### src/rtl/gate_pipe_fifo.sv
// gate_pipe_fifo: a bitwise logic unit feeding a DEPTH-entry result FIFO.
// Both sides use a valid/ready handshake.
// Optional feature macro: GATE_PIPE_FIFO_REDUCE_EN. When it is defined, the
// block adds the out_red port: {^out_data, |out_data, &out_data} of the head.
module gate_pipe_fifo #(
  parameter int WIDTH = 8,
  parameter int DEPTH = 4,
  parameter int CNT_W = 16
) (
  input  logic                     clk,
  input  logic                     rst,
  input  logic                     in_valid,
  output logic                     in_ready,
  input  logic [WIDTH-1:0]         in_a,
  input  logic [WIDTH-1:0]         in_b,
  input  logic [2:0]               in_op,
  output logic                     out_valid,
  input  logic                     out_ready,
  output logic [WIDTH-1:0]         out_data,
  output logic [$clog2(DEPTH):0]   level,
  output logic [CNT_W-1:0]         done_cnt
`ifdef GATE_PIPE_FIFO_REDUCE_EN
  ,
  output logic [2:0]               out_red
`endif
);

  localparam int PTR_W = $clog2(DEPTH);
  localparam int LVL_W = PTR_W + 1;

  localparam logic [LVL_W-1:0] LVL_FULL  = LVL_W'(DEPTH);
  localparam logic [LVL_W-1:0] LVL_ZERO  = {LVL_W{1'b0}};
  localparam logic [LVL_W-1:0] LVL_ONE   = LVL_W'(1);
  localparam logic [PTR_W-1:0] PTR_ZERO  = {PTR_W{1'b0}};
  localparam logic [PTR_W-1:0] PTR_ONE   = PTR_W'(1);
  localparam logic [CNT_W-1:0] CNT_ZERO  = {CNT_W{1'b0}};
  localparam logic [CNT_W-1:0] CNT_ONE   = CNT_W'(1);

  localparam logic [2:0] OP_AND  = 3'd0;
  localparam logic [2:0] OP_OR   = 3'd1;
  localparam logic [2:0] OP_XOR  = 3'd2;
  localparam logic [2:0] OP_NAND = 3'd3;
  localparam logic [2:0] OP_NOR  = 3'd4;
  localparam logic [2:0] OP_XNOR = 3'd5;
  localparam logic [2:0] OP_NOTA = 3'd6;
  localparam logic [2:0] OP_PASS = 3'd7;

  // Bitwise operation selected by op. All eight codes are defined.
  function automatic logic [WIDTH-1:0] apply_op(
    input logic [WIDTH-1:0] a,
    input logic [WIDTH-1:0] b,
    input logic [2:0]       op
  );
    logic [WIDTH-1:0] r;
    r = {WIDTH{1'b0}};
    case (op)
      OP_AND:  r = a & b;
      OP_OR:   r = a | b;
      OP_XOR:  r = a ^ b;
      OP_NAND: r = ~(a & b);
      OP_NOR:  r = ~(a | b);
      OP_XNOR: r = ~(a ^ b);
      OP_NOTA: r = ~a;
      OP_PASS: r = a;
      default: r = {WIDTH{1'b0}};
    endcase
    return r;
  endfunction

  // Parity, any-set and all-set reductions of one result word.
  function automatic logic [2:0] reduce_word(input logic [WIDTH-1:0] d);
    return {^d, |d, &d};
  endfunction

  logic [WIDTH-1:0] mem_q [DEPTH];
  logic [PTR_W-1:0] wr_ptr_q, wr_ptr_d;
  logic [PTR_W-1:0] rd_ptr_q, rd_ptr_d;
  logic [LVL_W-1:0] level_q, level_d;
  logic [CNT_W-1:0] done_cnt_q, done_cnt_d;

  logic             in_ready_s;
  logic             out_valid_s;
  logic             push_s;
  logic             pop_s;
  logic [WIDTH-1:0] result_s;

  // Handshake qualifiers. Ready and valid depend only on the registered level.
  always_comb begin
    in_ready_s  = (level_q != LVL_FULL);
    out_valid_s = (level_q != LVL_ZERO);
    push_s      = in_valid & in_ready_s;
    pop_s       = out_ready & out_valid_s;
    result_s    = apply_op(in_a, in_b, in_op);
  end

  // Next-state values for the pointers, the occupancy and the pop counter.
  always_comb begin
    wr_ptr_d   = wr_ptr_q;
    rd_ptr_d   = rd_ptr_q;
    level_d    = level_q;
    done_cnt_d = done_cnt_q;

    if (push_s) begin
      wr_ptr_d = wr_ptr_q + PTR_ONE;
    end else begin
      wr_ptr_d = wr_ptr_q;
    end

    if (pop_s) begin
      rd_ptr_d   = rd_ptr_q + PTR_ONE;
      done_cnt_d = done_cnt_q + CNT_ONE;
    end else begin
      rd_ptr_d   = rd_ptr_q;
      done_cnt_d = done_cnt_q;
    end

    case ({push_s, pop_s})
      2'b10:   level_d = level_q + LVL_ONE;
      2'b01:   level_d = level_q - LVL_ONE;
      default: level_d = level_q;
    endcase
  end

  // Control state registers. Reset takes priority over any push or pop.
  always_ff @(posedge clk) begin
    if (rst) begin
      wr_ptr_q   <= PTR_ZERO;
      rd_ptr_q   <= PTR_ZERO;
      level_q    <= LVL_ZERO;
      done_cnt_q <= CNT_ZERO;
    end else begin
      wr_ptr_q   <= wr_ptr_d;
      rd_ptr_q   <= rd_ptr_d;
      level_q    <= level_d;
      done_cnt_q <= done_cnt_d;
    end
  end

  // Result storage. A push writes the computed result into the tail entry.
  always_ff @(posedge clk) begin
    if (push_s && !rst) begin
      mem_q[wr_ptr_q] <= result_s;
    end
  end

  assign in_ready  = in_ready_s;
  assign out_valid = out_valid_s;
  assign out_data  = mem_q[rd_ptr_q];
  assign level     = level_q;
  assign done_cnt  = done_cnt_q;

`ifdef GATE_PIPE_FIFO_REDUCE_EN
  logic [2:0] out_red_s;

  // Head reductions. They are forced to zero while the FIFO is empty.
  always_comb begin
    out_red_s = 3'b000;
    if (out_valid_s) begin
      out_red_s = reduce_word(mem_q[rd_ptr_q]);
    end else begin
      out_red_s = 3'b000;
    end
  end

  assign out_red = out_red_s;
`endif

endmodule

### config.mk
export PLATFORM = sky130hd
export DESIGN_NAME = gate_pipe_fifo
export DESIGN_NICKNAME = d
export VERILOG_FILES = /design/src/rtl/gate_pipe_fifo.sv
export SDC_FILE = /design/constraint.sdc
export NUM_CORES = 1
export LEC_CHECK = 0
export ABC_AREA = 0
export CAP_MARGIN = 20
export CORE_AREA = 2 2 76 132
export DETAILED_ROUTE_END_ITERATION = 6
export DIE_AREA = 0 0 78 134
export DONT_BUFFER_PORTS = 1
export MAX_ROUTING_LAYER = met4
export PLACE_DENSITY_LB_ADDON = 0.2
export SLEW_MARGIN = 20
export SYNTH_ARGS = -nofsm -noshare
export SYNTH_HDL_FRONTEND = slang
export SYNTH_SLANG_ARGS = --single-unit
### constraint.sdc
create_clock -name clk -period 3.25 [get_ports clk]
set_input_delay 0.1625 -clock clk [delete_from_list [all_inputs] [get_ports clk]]
set_output_delay 0.1625 -clock clk [all_outputs]
set_load 0.1 [all_outputs]
## After elaboration in Yosys (flattened, before gate mapping)

Memories as Yosys holds them, arrays and structs flattened. A register that Yosys moved wholly into a read port is not among the register bits.
Index checks and enable logic that the tools add are counted.

| word-level totals | value |
|---|---|
| bits in writable memories | 32 |
| output and inout port bits | 29 |
| memories kept | 1 |
| latch bits | 0 |
| ROM bits | 0 |
| word-level logic and storage cells | 40 |
| bits in registers | 23 |

| operators by class | value |
|---|---|
| $mul | 0 |
| $lt $le $gt $ge | 0 |
| add/subtract/negate cells | 5 |
| divide/modulo/power cells | 0 |
| eq/ne operators | 10 |
| shift-type cells | 0 |
| reduce and logical (&&, ||, !) cells | 5 |
| multiplexer cells | 6 |
| bitwise logic cells | 9 |

Memories:

| name | words | bits a word | rd ports | clocked after Yosys merged registers in | write ports | RTL line | RTL |
|---|---|---|---|---|---|---|---|
| mem_q | 4 | 8 | 1 | 1 | 1 | 75 | `logic [WIDTH-1:0] mem_q [DEPTH];` |

Operators by type and width:

| cell | count |
|---|---|
| $pmux W8 S8 | 1 |
| $not A8 Y8 | 4 |
| $add A16 B1 Y16 const B | 1 |
| $eq A3 B3 Y1 const B | 4 |
| $and A8 B8 Y8 | 1 |
| $or A8 B8 Y8 | 1 |
| $xor A8 B8 Y8 | 1 |
| $eq A3 B2 Y1 const B | 2 |
| $pmux W3 S2 | 1 |
| $add A2 B1 Y2 const B | 2 |
| $mux W2 | 2 |
| $add A3 B1 Y3 const B | 1 |
| $eq A3 B1 Y1 const B | 1 |
| $logic_not A3 Y1 | 1 |
| $ne A3 B3 Y1 const B | 1 |
| $reduce_bool A3 Y1 | 1 |
| $sub A3 B1 Y3 const B | 1 |
| $and A1 B1 Y1 | 2 |
| $eq A2 B1 Y1 const B | 1 |
| $eq A2 B2 Y1 const B | 1 |
| $mux W1 | 2 |
| $reduce_bool A2 Y1 | 1 |
| $logic_and A1 B1 Y1 | 1 |
| $logic_not A1 Y1 | 1 |

## Longest topological paths before layout

| depth | value |
|---|---|
| depth after elaboration | 5 |
| depth in mapped cells | 8 |
| mapped depth without buffers | 8 |

## Worst setup path after synthesis

OpenSTA, ideal clock, no wires.

| timing | value |
|---|---|
| kind | reg-to-reg |
| from | register level_q[2], in the netlist level[2] |
| to | register level_q[2], in the netlist level[2] |
| period minus slack after synthesis | 3.271 ns |
| path buffers | 0 |
| setup time | 0.070 ns |
| arrival time | 3.201 ns |
| data required time | 3.180 ns |
| setup slack | -0.021 ns |
| cell stages (with the launch flop) | 9 |
| path through | dfxtp_1 > or3b_2 > nand2_1 > ha_1 > inv_1 > fa_1 > xor2_1 > or3_1 > a21oi_1 |

| on the way | value |
|---|---|
| word-level cells in the longest chain between the ends | 4 |
| elaborated cells between the ends (all ways) | 10 |
| classes of those cells | 2 x add/sub; 3 x eq/ne; 1 x mux; 2 x bitwise; 2 x reduce/logical |

Ends and longest elaborated chain:

| item | RTL line | RTL |
|---|---|---|
| from (decl) | 78 | `logic [LVL_W-1:0] level_q, level_d;` |
| from (signal assigned) | 134 | `level_q <= level_d;` |
| $ne A3 B3 Y1 (*) | 89 | `in_ready_s = (level_q != LVL_FULL);` |
| net in_ready | 13 | `output logic in_ready,` |
| $and A1 B1 Y1 (*) | 91 | `push_s = in_valid & in_ready_s;` |
| $eq A2 B1 Y1 or $eq A2 B2 Y1 (tied branches) | 117 | `case ({push_s, pop_s})` |
| $pmux W3 S2 or $reduce_bool A2 Y1 (tied branches) | -- |  |

Mark *: on every way through the listed nets, which the timed path passes. The rest lies on a longest branch.
A chain may end at the register's enable or synchronous reset.

## Worst setup path after layout

| timing | value |
|---|---|
| from | register level_q[0], in the netlist level[0] |
| to | register level_q[2], in the netlist level[2] |

| on the way | value |
|---|---|
| word-level cells in the longest chain between the ends | 4 |
| elaborated cells between the ends (all ways) | 10 |
| classes of those cells | 2 x add/sub; 3 x eq/ne; 1 x mux; 2 x bitwise; 2 x reduce/logical |

Ends and longest elaborated chain:

| item | RTL line | RTL |
|---|---|---|
| $reduce_bool A3 Y1 (*) | 90 | `out_valid_s = (level_q != LVL_ZERO);` |
| $and A1 B1 Y1 (*) | 92 | `pop_s = out_ready & out_valid_s;` |
| net pop_s | 84 | `logic pop_s;` |
| $eq A2 B1 Y1 or $eq A2 B2 Y1 (tied branches) | 117 |  |
| $pmux W3 S2 or $reduce_bool A2 Y1 (tied branches) | -- |  |

Marked as above.

==> impl_metrics.yaml <==
clocking:
  hold_buffers: 2
  clk_path_buf_depth: 2
  cts-root-buf: "clkbuf_16"
  cts_tree: "done"
  cts.repair.resized: 0
  clkTransAtPathRegs_ns: 0.05
  cts_setup_buffers: 0
  insertion_delay_ns: 0.33
  h-tree-depth: 3
  cts_buffers: 9
  numClockSinks: 57
routing:
  vias_per_cell: 4.74
  num_vias: 1985
  drtPass1Iterations: 4
  wl_per_cell_um: 14.3
  wl_mm: 6.01
  drtAntennaViolNets: 0
  drt-initial-drc-count: 51
  drc: 0
worst_hold_path:
  hold_class: "in -> reg"
  hp-start: "rst"
  hold-path-cell-count: 2
  holdPathEnd: "done_cnt[14]"
critical_path:
  worstPathMaxFanout: 9
  critical_path.endpoint_type: "flip-flop"
  r2r-start: "level[0]"
  r2r_end: "level[2]"
  r2r_cells: 9
  cp-start-kind: "flip-flop"
  crit_chain: "buf_4 > o31ai_2 > inv_2 > ha_1 > inv_1 > fa_1 > xor2_1 > or3_1 > a21oi_1"
  rrSetupSlack_ns: 0.97
  crit_cells: 9
  crit_type: "reg -> reg"
  critPathSlowestCell: "fa_1"
  worstPathArrival_ns: 2.53
  cpPeakStageDelay_ns: 0.37
  critical_path.top_delay_family: "adder cells"
  crit_buf_inv: 3
  worstPathRequired_ns: 3.49
global_routing:
  antenna_found_initial: 0
  grt_overflow: 0
  grt_pass1_wl_mm: 9.62
  grt_pass1_vias: 1979
  grt_use_total_pct: 12.6
  grt_start_max_net_pins: 43
sta:
  max_slew_margin_pct: 39.8
  fin_worst_skew_ns: 0.00322
  setup_viol: 0
  rsz0062_at_grt: "false"
  final.period_utilization_pct: 70.3
  finalMaxSlewViolations: 0
  tns_ns: 0
  worstMarginPinSlew_ns: 0.904
  fmax_ghz: 0.438
  hold_violations: 0
  worst_slack_ns: 0.965
  fin_crit_ns: 2.28
run_status:
  outcome: "finished, final reports clean"
logic_synthesis:
  ys_seq_elements: 57
  syn-num-nets: 316
  syn_area_per_cell_um2: 11.5
  syn_inst: 270
  synth_cell_types: 30
  synth_area_um2: 3120
  ys_seq_area_share_pct: 46.9
  yosys_warnings: 0
floorplanning:
  start_util_pct: 33.1
  rows: 47
  die_w_um: 78
  core_um2: 9410
  dieArea_um2: 10500
  die_y_um: 134
  io-pin-count: 52
pwr:
  powerDensity_nw_per_um2: 780
  seqPwrFrac_pct: 31.6
  p_int_mw: 1.69
  pwr-share-comb_pct: 36.5
  peakVddDrop_v: 0.000849
  leakage_nw: 1.42
  finalPower_mw: 2.88
  clkPwrFrac_pct: 31.9
  swShare_pct: 41.6
  p_sw_mw: 1.20
layout:
  diodes: 0
  regArea_um2: 1460
  multi_input_area_um2: 1490
  drive_gt1_share_pct: 22.6
  final_area_um2: 3700
  nFillCells: 944
  final_nets: 338
  fin_util_pct: 39.3
  syn_to_final_growth_pct: 18.6
place:
  hpwl_mm: 4.35
  place_congestion: 0.720
  dpl_cell_area_um2: 3380
  pre_cts_ws_ns: 0.994
  port_buffers: 0
run:
  drv_cap: 0
==> worst max path at each step <==
stage	from	slack [ns]	endpoint
final	level[0]	0.97	level[2]
after global routing	level[0]	0.82	level[2]
after CTS	level[0]	0.97	level[2]
after detailed placement	level[0]	0.99	level[2]
after global placement	level[2]	1.04	level[2]
after floorplan	level[0]	0.19	level[2]
==> per-layer routing <==
| layer | GRT usage (%) | wire length (um) | part of all wire [%] |
|---|---|---|---|
| met1 | 12.8 | 2300 | 38 |
| met2 | 21.7 | 3240 | 54 |
| met3 | 3.63 | 339 | 5.6 |
| met4 | 6.73 | 129 | 2.1 |
| met5 | - | 0 | 0 |
==> cell usage after synthesis, drive strengths merged <==
cell type  number  area (um2)
dfxtp          25         500
nor2b           2        12.5
nor3            2        10.0
mux2i           8        80.1
mux4           16         360
a21oi          18        90.1
clkbuf          6        22.5
edfxtp         32         961
xnor2          14         123
buf             6        26.3
or4b            2        27.5
nand3           7        35.0
and2            4        25.0
nand4           3        18.8
fa              1        20.0
nand2           8        30.0
nor2           29         109
or3             6        37.5
inv            32         120
ha             22         275
and3            2        12.5
xor2            8        70.1
or3b            1        8.76
o21ai           5        25.0
and4            1        8.76
nor4            1        6.26
mux2            8        90.1
o31ai           1        12.5
==> kinds of logic after synthesis <==
family	after synthesis	share of synthesized area [%]
AOI/OAI and AO/OA	24	4.09
xor gates and xnor gates	22	6.18
adders and majority gates	23	9.47
buffers and inverters	44	5.42
DFF	57	46.9
muxes	32	17.0
and+or+nand+nor	68	11.0
==> metrics by stage <==
stage,hold slack (ns),cells
floorplan,0.322,270
global placement,0.232,401
detailed placement,0.237,401
CTS,0.0574,419
global route,0.0864,419
finish,0.0664,419
==> placed cells by master, fill, tap and decap left out, drive strengths merged <==
master and count:
fa 1, nor3 2, clkinvlp 3, or4b 2
nor2b 2, nor4 1, clkinv 3, a21oi 18
and4 1, nor2 29, xnor2 14, nand2 8
bufinv 1, inv 32, mux4 16, and3 2
and2 4, clkbuf 9, nand3 7, buf 21
or3 6, mux2 8, or3b 1, dlygate4sd3 2
dfxtp 25, edfxtp 32, nand4 3, o31ai 1
mux2i 8, xor2 8, ha 22, o21ai 5
==> final cells by class <==
class	instances	area share, %
tap	122	4.13
clock inverter	7	1.93
timing repair buffer	23	4.81
inverter	32	3.25
sequential	57	39.6
clock buffer	9	6.09
multi-input combinational	169	40.2
==> power by group through the flow <==
| stage | Sequential [mW] | Combinational, mW | Clock [mW] |
|---|---|---|---|
| 2_1_floorplan | 1.07 | 0.780 | 0 |
| 3_3_place_gp | 0.925 | 1.05 | 0 |
| 3_5_place_dp | 0.929 | 1.05 | 0 |
| 4_1_cts | 0.913 | 1.06 | 0.944 |
| 5_1_grt | 0.923 | 1.11 | 0.971 |
| 6_report | 0.910 | 1.05 | 0.921 |
==> flip-flops by register name, indices dropped and copies added (netlist names), named ones only <==
name and flops:
done_cnt 16, rd_ptr_q 2, mem_q 32, level 3, wr_ptr_q 2
Note: power is estimated with default switching activity, not from simulation.
